`src/rtl/modn_count_monitor.sv`:
```
// modn_count_monitor
// Watches the count bus of a mod-N up/down counter, recovers its direction,
// flags illegal steps, out-of-range values and counter resets, and keeps
// a saturating error count and a free-running wrap count.
module modn_count_monitor #(
  parameter int N  = 10,
  parameter int W  = 4,
  parameter int EW = 8
) (
  input  logic          clk,
  input  logic          reset,
  input  logic          sample_en,
  input  logic [W-1:0]  count_in,
  input  logic          clear_err,
  output logic          dir,
  output logic          locked,
  output logic          wrap_pulse,
  output logic          dir_change,
  output logic          reset_seen,
  output logic          step_err,
  output logic          range_err,
  output logic [EW-1:0] err_count,
  output logic [15:0]   wrap_count
);

  typedef enum logic [1:0] {
    IDLE  = 2'd0,
    ACQ   = 2'd1,
    TRACK = 2'd2
  } state_t;

  localparam logic [W-1:0]  LAST    = W'(N - 1);
  localparam logic [EW-1:0] ERR_MAX = '1;

  state_t        state, next_state;
  logic [W-1:0]  prev, next_prev;
  logic          next_dir;

  logic [W-1:0]  up_prev, dn_prev, fwd_val, rev_val;
  logic          in_range, is_up, is_dn, is_hold, is_fwd, is_rev;

  logic          wrap_d, dchg_d, rseen_d, serr_d, rerr_d;

  // Classify the current sample relative to the last legal value and direction
  always_comb begin
    in_range = (count_in <= LAST);
    up_prev  = (prev == LAST) ? '0 : prev + 1'b1;
    dn_prev  = (prev == '0) ? LAST : prev - 1'b1;
    fwd_val  = dir ? up_prev : dn_prev;
    rev_val  = dir ? dn_prev : up_prev;
    is_up    = (count_in == up_prev);
    is_dn    = (count_in == dn_prev);
    is_hold  = (count_in == prev);
    is_fwd   = (count_in == fwd_val);
    // For N = 2 forward and reverse coincide, so a match is always a continue
    is_rev   = !is_fwd && (count_in == rev_val);
  end

  // State, last value and direction registers
  always_ff @(posedge clk or negedge reset) begin
    if (!reset) begin
      state <= IDLE;
      prev  <= '0;
      dir   <= 1'b1;
    end else begin
      state <= next_state;
      prev  <= next_prev;
      dir   <= next_dir;
    end
  end

  // Next state, last value and direction; out-of-range samples never update prev
  always_comb begin
    next_state = state;
    next_prev  = prev;
    next_dir   = dir;
    if (sample_en) begin
      if (!in_range) begin
        if (state == TRACK) next_state = ACQ;
      end else begin
        next_prev = count_in;
        case (state)
          IDLE: next_state = ACQ;
          ACQ: begin
            if (is_up) begin
              next_state = TRACK;
              next_dir   = 1'b1;
            end else if (is_dn) begin
              next_state = TRACK;
              next_dir   = 1'b0;
            end
          end
          TRACK: begin
            if (is_fwd) begin
              next_state = TRACK;
            end else if (is_rev) begin
              next_dir = !dir;
            end else if (count_in == '0) begin
              next_state = ACQ;
            end else if (!is_hold) begin
              next_state = ACQ;
            end
          end
          default: next_state = IDLE;
        endcase
      end
    end
  end

  // Event decode for this sample; a wrap is an up step out of N-1 or a down step out of 0
  always_comb begin
    wrap_d  = 1'b0;
    dchg_d  = 1'b0;
    rseen_d = 1'b0;
    serr_d  = 1'b0;
    rerr_d  = 1'b0;
    if (sample_en) begin
      if (!in_range) begin
        rerr_d = 1'b1;
      end else begin
        case (state)
          ACQ: begin
            if (!(is_up || is_dn || is_hold)) serr_d = 1'b1;
          end
          TRACK: begin
            if (is_fwd) begin
              wrap_d = dir ? (prev == LAST) : (prev == '0);
            end else if (is_rev) begin
              dchg_d = 1'b1;
              wrap_d = dir ? (prev == '0) : (prev == LAST);
            end else if (count_in == '0) begin
              rseen_d = 1'b1;
            end else if (!is_hold) begin
              serr_d = 1'b1;
            end
          end
          default: begin
            wrap_d = 1'b0;
          end
        endcase
      end
    end
  end

  // Registered flags so every output lines up one cycle after its sampling edge
  always_ff @(posedge clk or negedge reset) begin
    if (!reset) begin
      locked     <= 1'b0;
      wrap_pulse <= 1'b0;
      dir_change <= 1'b0;
      reset_seen <= 1'b0;
      step_err   <= 1'b0;
      range_err  <= 1'b0;
    end else begin
      locked     <= (next_state == TRACK);
      wrap_pulse <= wrap_d;
      dir_change <= dchg_d;
      reset_seen <= rseen_d;
      step_err   <= serr_d;
      range_err  <= rerr_d;
    end
  end

  // Event counters; a clear in the same cycle as an event leaves the counter at zero
  always_ff @(posedge clk or negedge reset) begin
    if (!reset) begin
      err_count  <= '0;
      wrap_count <= '0;
    end else if (clear_err) begin
      err_count  <= '0;
      wrap_count <= '0;
    end else begin
      if ((serr_d || rerr_d) && (err_count != ERR_MAX)) err_count <= err_count + 1'b1;
      if (wrap_d) wrap_count <= wrap_count + 16'd1;
    end
  end

endmodule

```
`config.mk`:
```
export PLATFORM = sky130hd
export DESIGN_NAME = modn_count_monitor
export DESIGN_NICKNAME = d
export VERILOG_FILES = /design/src/rtl/modn_count_monitor.sv
export SDC_FILE = /design/constraint.sdc
export NUM_CORES = 1
export LEC_CHECK = 0
export ABC_CLOCK_PERIOD_IN_PS = 5600
export CAP_MARGIN = 20
export CORE_AREA = 2 2 135 98
export CTS_CLUSTER_SIZE = 40
export DETAILED_ROUTE_END_ITERATION = 6
export DIE_AREA = 0 0 137 100
export MAX_ROUTING_LAYER = met4
export PLACE_DENSITY = 0.51
export REMOVE_ABC_BUFFERS = 1
export SYNTH_ARGS = -nofsm -noshare
export SYNTH_HDL_FRONTEND = slang
export SYNTH_SLANG_ARGS = --single-unit
```
`constraint.sdc`:
```
create_clock -name clk -period 5.6 [get_ports clk]
set_input_delay 1.4 -clock clk [delete_from_list [all_inputs] [get_ports clk]]
set_output_delay 1.4 -clock clk [all_outputs]
set_load 0.01 [all_outputs]
```
## After elaboration in Yosys (flattened, before gate mapping)

Cells that the tools add are included.
Widths: inputs -> output; s select.

| word-level totals | value |
|---|---|
| register bits | 37 |
| input bits | 8 |
| output and inout bits | 31 |
| logic and storage cells | 95 |

| operators by class | value |
|---|---|
| $add $sub $neg | 4 |
| $lt $le $gt $ge | 1 |
| equal/unequal tests | 13 |
| muxes and demuxes | 51 |
| reductions and logical operators | 15 |

Operators with widths:

| operator | number |
|---|---|
| $mux 16 | 2 |
| $mux 1 | 31 |
| $eq 4x4->1 | 5 |
| $mux 2 | 9 |
| $add 16x1->16 const B | 1 |
| $mux 4 | 4 |
| $mux 8 | 2 |
| $add 8x1->8 const B | 1 |
| $logic_not 4->1 | 2 |
| $ne 8x8->1 const B | 1 |
| $pmux 2 s3 | 1 |
| $reduce_and 6->1 | 1 |
| $reduce_bool 2->1 | 3 |
| $add 4x1->4 const B | 1 |
| $eq 2x2->1 const B | 2 |
| $eq 4x4->1 const B | 1 |
| $le 4x4->1 const B | 1 |
| $ne 2x2->1 const B | 2 |
| $pmux 1 s2 | 2 |
| $sub 4x1->4 const B | 1 |
| $logic_or 1x1->1 | 3 |
| $ne 3x3->1 const B | 1 |
| $eq 2x1->1 const B | 1 |
| $logic_and 1x1->1 | 2 |
| 3 further kinds | 4 |

## Longest topological paths before layout

| logic depth | value |
|---|---|
| word-level depth | 15 |
| mapped depth | 11 |
| mapped depth without buffers | 8 |

## Least setup slack after synthesis

No wires, ideal clock.

| timing path | value |
|---|---|
| path kind | input to register |
| start | input port count_in[2] |
| end | register err_count[0] |
| setup time | 0.125 ns |
| data arrival time | 3.411 ns |
| data required time | 5.475 ns |
| slack | 2.064 ns |
| cell stages on the path | 10 |
| buffers on the path | 2 |
| path through | buf_2 -> inv_1 -> nor4_2 -> nor3_1 -> or3_1 -> o2111a_1 -> a211oi_2 -> buf_6 -> a21oi_2 -> mux2_4 |

| on the way | value |
|---|---|
| word-level cells in the longest chain between the ends | 11 |
| elaborated cells between the ends (all ways) | 24 |
| classes of those cells | order compare (1); eq/ne (5); mux (10); reduce/logical (8) |

RTL lines:

| element | line | text |
|---|---|---|
| start, declared | 13 | `input logic [W-1:0] count_in,` |
| $eq 4x4->1, on equally long branches | 53, 54 |  |
| $mux 1 / $logic_not 1->1 (equally long branches) | 133, 56 |  |
| $mux 1 / $logic_and 1x1->1 (equally long branches) | 131, 56 |  |
| $mux 1 | 128 | `end else if (is_rev) begin` |
| $mux 1 | 126 | `if (is_fwd) begin` |
| $pmux 1 s2 | 121 | `case (state)` |
| $mux 1 | 118 | `if (!in_range) begin` |
| $mux 1 | 117 | `if (sample_en) begin` |
| $logic_or 1x1->1 * | 173 | `if ((serr_d \|\| rerr_d) && (err_count != ERR_MAX)) err_count <= err_count + 1'b1;` |
| $logic_and 1x1->1 * | 173 |  |
| $reduce_bool 2->1 (no source line) * | -- |  |
| end signal, assigned | 173 |  |
| end, declared | 22 | `output logic [EW-1:0] err_count,` |

Every way passes the cells marked *; elsewhere a longest branch is shown, timed or not.
A chain may end at the register's enable or synchronous reset.

## Final worst setup path

| timing path | value |
|---|---|
| start | input port count_in[2] |
| end | register err_count[5] |

The elaborated chain is that of the path after synthesis.

==> metrics <==
outcome=complete, no violations; clock buffer depth=2; Psw=0.000309 W; Final #Nets=358; Clock Skew=0.00401 ns; TritonCTS clock tree=yes; Global Route Usage Sum=10.6%; sequential area share after synthesis=33.2%; Switching Share=33.1%; HPWL after DPL=4900 um; DRT antenna net count=0; worst-path fanout max=13; CTS root buffer=clkbuf_16; hold path depth=3; Synth Cell Area=0.00280 mm2; post-CTS setup buffers=0; Commonest cells post-synth=dfrtp_1 (36), nor2_1 (32), nand2_1 (28); design area=0.00347 mm2; syn avg cell area=8.90 um2; power per cell area=269 mW/mm2; share of the synthesized area in the top cell type=32.2%; clk_lat worst skew=0.28 ns; WP data required=5.76 ns; transition time of the tightest slew-check pin=0.889 ns; die area=0.0137 mm2; endpoint type of the worst setup path=register; type of origin of the critical path=primary input; YS warnings=0; Int Pwr=0.000625 W; num rows=35; vias in the first global route=2211; final WL=6690 um; CTS Hold Bufs=0; DR pass1 iterations=4; worst min-delay path class=reg2reg; Post-synth top flop=dfrtp_1; number of synthesized register bits=37; Max Freq=0.240 GHz; top cells by area, synth=dfrtp_1 (32%), xnor2_1 (4.4%), nor2_1 (4.3%); layout cells sized above 1=12.5%; Diodes inserted=0; Avg WL per Cell=13.1 um; CTS buffer count=5; Lkg Pwr=1.27 nW; setup_tns=0 ns; Async S/R FF share, synth=100%; first-pass GRT wire length=11400 um; combinational cell fraction of total power=28.5%; DRC=0; critical path class=in2reg; CP arrival=4.33 ns; post-CTS sizing=0; RSZ-0062 raised after global routing=false; Post-Syn Instances=314; most common cell in the synthesized netlist=dfrtp_1; Post-DP Area=0.00326 mm2; Flop pwr share=36.3%; clock slew at reported path FFs=0.06 ns; worst vdd ir=0.000144 V; GPL Wtd Cong=0.903; grt total ovfl=0; Final setup viols=0; Worst Reg2Reg Path Length in Cells=8; Distinct cells, synth=66; Slew headroom=40.7%; initial core utilization=22.2%; initial antenna violation count=0; vias after detailed routing=2353; count of input and output buffers=38; number of synthesized flops with an enable pin=0; H-tree lvl count=2; Die X=137 um; clock network power share=35.2%; final period utilization=74.5%; drt initial violations=164; core area=0.0126 mm2; DR vias/cell=4.60; Ports=39; Die Y=100 um; Final Hold Fails=0; Max Cap Viol=0; Clock Sinks=37; largest net degree at the start of global routing=38; Filler cells=1333; cell taking the most area after synthesis=dfrtp_1; Final min period=4.17 ns; Final Max Tran Viols=0; Area growth syn-to-layout=24.1%
## cell families (layout without fill, tap and decap cells)
logic type	after synthesis	count (layout)	synth area share, %
fa+ha+maj	6	6	2.69
flops	37	37	33.2
xor+xnor	18	18	6.18
compound gates	76	76	21.8
simple gates	135	135	26.3
buf+inv	34	65	6.62
mux	8	8	3.22
## flip-flops by register name, indices dropped and copies added, names as in the netlist
name        cells
wrap_pulse      1
prev            4
reset_seen      1
dir_change      1
state           2
wrap_count     16
step_err        1
dir             1
locked          1
range_err       1
err_count       8
## area by class of cell
class / count / area (um2) / area share, %
sequential: 37 / 927 / 26.7
tap: 166 / 208 / 5.99
inverter: 17 / 63.8 / 1.84
timing repair buffer: 40 / 410 / 11.8
clock buffer: 6 / 139 / 4.00
clock inverter: 2 / 37.5 / 1.08
multi-input combinational: 243 / 1680 / 48.5
## critical path, cell delays in order
cell             delay, ns
clkdlybuf4s50_1       0.67
inv_1                 0.17
nor4_2                0.28
nor3_1                0.11
or3_1                 0.40
o2111a_1              0.27
a211oi_2              0.62
nor3_1                0.12
mux2_2                0.30
## placed cells by master, fill, tap and decap left out, types with 12 or more instances in the layout
cell	instances
nor2_1	32
xnor2_1	14
nand2_1	28
inv_1	16
dfrtp_1	36
clkdlybuf4s50_1	37
nand3_1	12
o21ai_0	17
a21oi_1	14
## per-layer routing
metal | vias to the layer above | GRT usage [%] | share of wire, %
met5 | - | - | 0
met4 | 0 | 1.82 | 0.54
met3 | 4 | 2.12 | 3.5
met2 | 40 | 15.2 | 44
met1 | 1115 | 15.4 | 52
li1 | 1194 | - | -
## final timing paths
kind                                start        endpoint  slack (ns)
hold / removal             wrap_count[15]  wrap_count[15]        0.57
max in group asynchronous           reset      dir_change        3.85
setup reg to reg                  prev[0]    err_count[5]        2.22
hold reg to reg            wrap_count[15]  wrap_count[15]        0.57
min in group asynchronous           reset    err_count[3]        1.22
setup / recovery              count_in[2]    err_count[5]        1.43
## power by group through the flow
stage	Clock (W)	Combinational, W	Sequential [W]
finish	0.000329	0.000266	0.000339
global route	0.000353	0.000295	0.000344
CTS	0.000338	0.000264	0.000338
detailed placement	0	0.000263	0.000343
global placement	0	0.000263	0.000342
floorplan	0	0.000188	0.000332
## metrics by stage
stage          hold slack (ns)  total power, W  worst slack (ns)  utilization [%]  std cells
2_1_floorplan            0.563        0.000519              2.20                -        297
6_report                 0.565        0.000934              1.43             27.5        511
5_1_grt                  0.606        0.000993              1.15             27.5        511
3_3_place_gp             0.548        0.000605              1.18             25.9        502
3_5_place_dp             0.565        0.000606              1.15             25.9        502
4_1_cts                  0.573        0.000940              1.44             27.3        510
(Power assumes the default switching activity.)
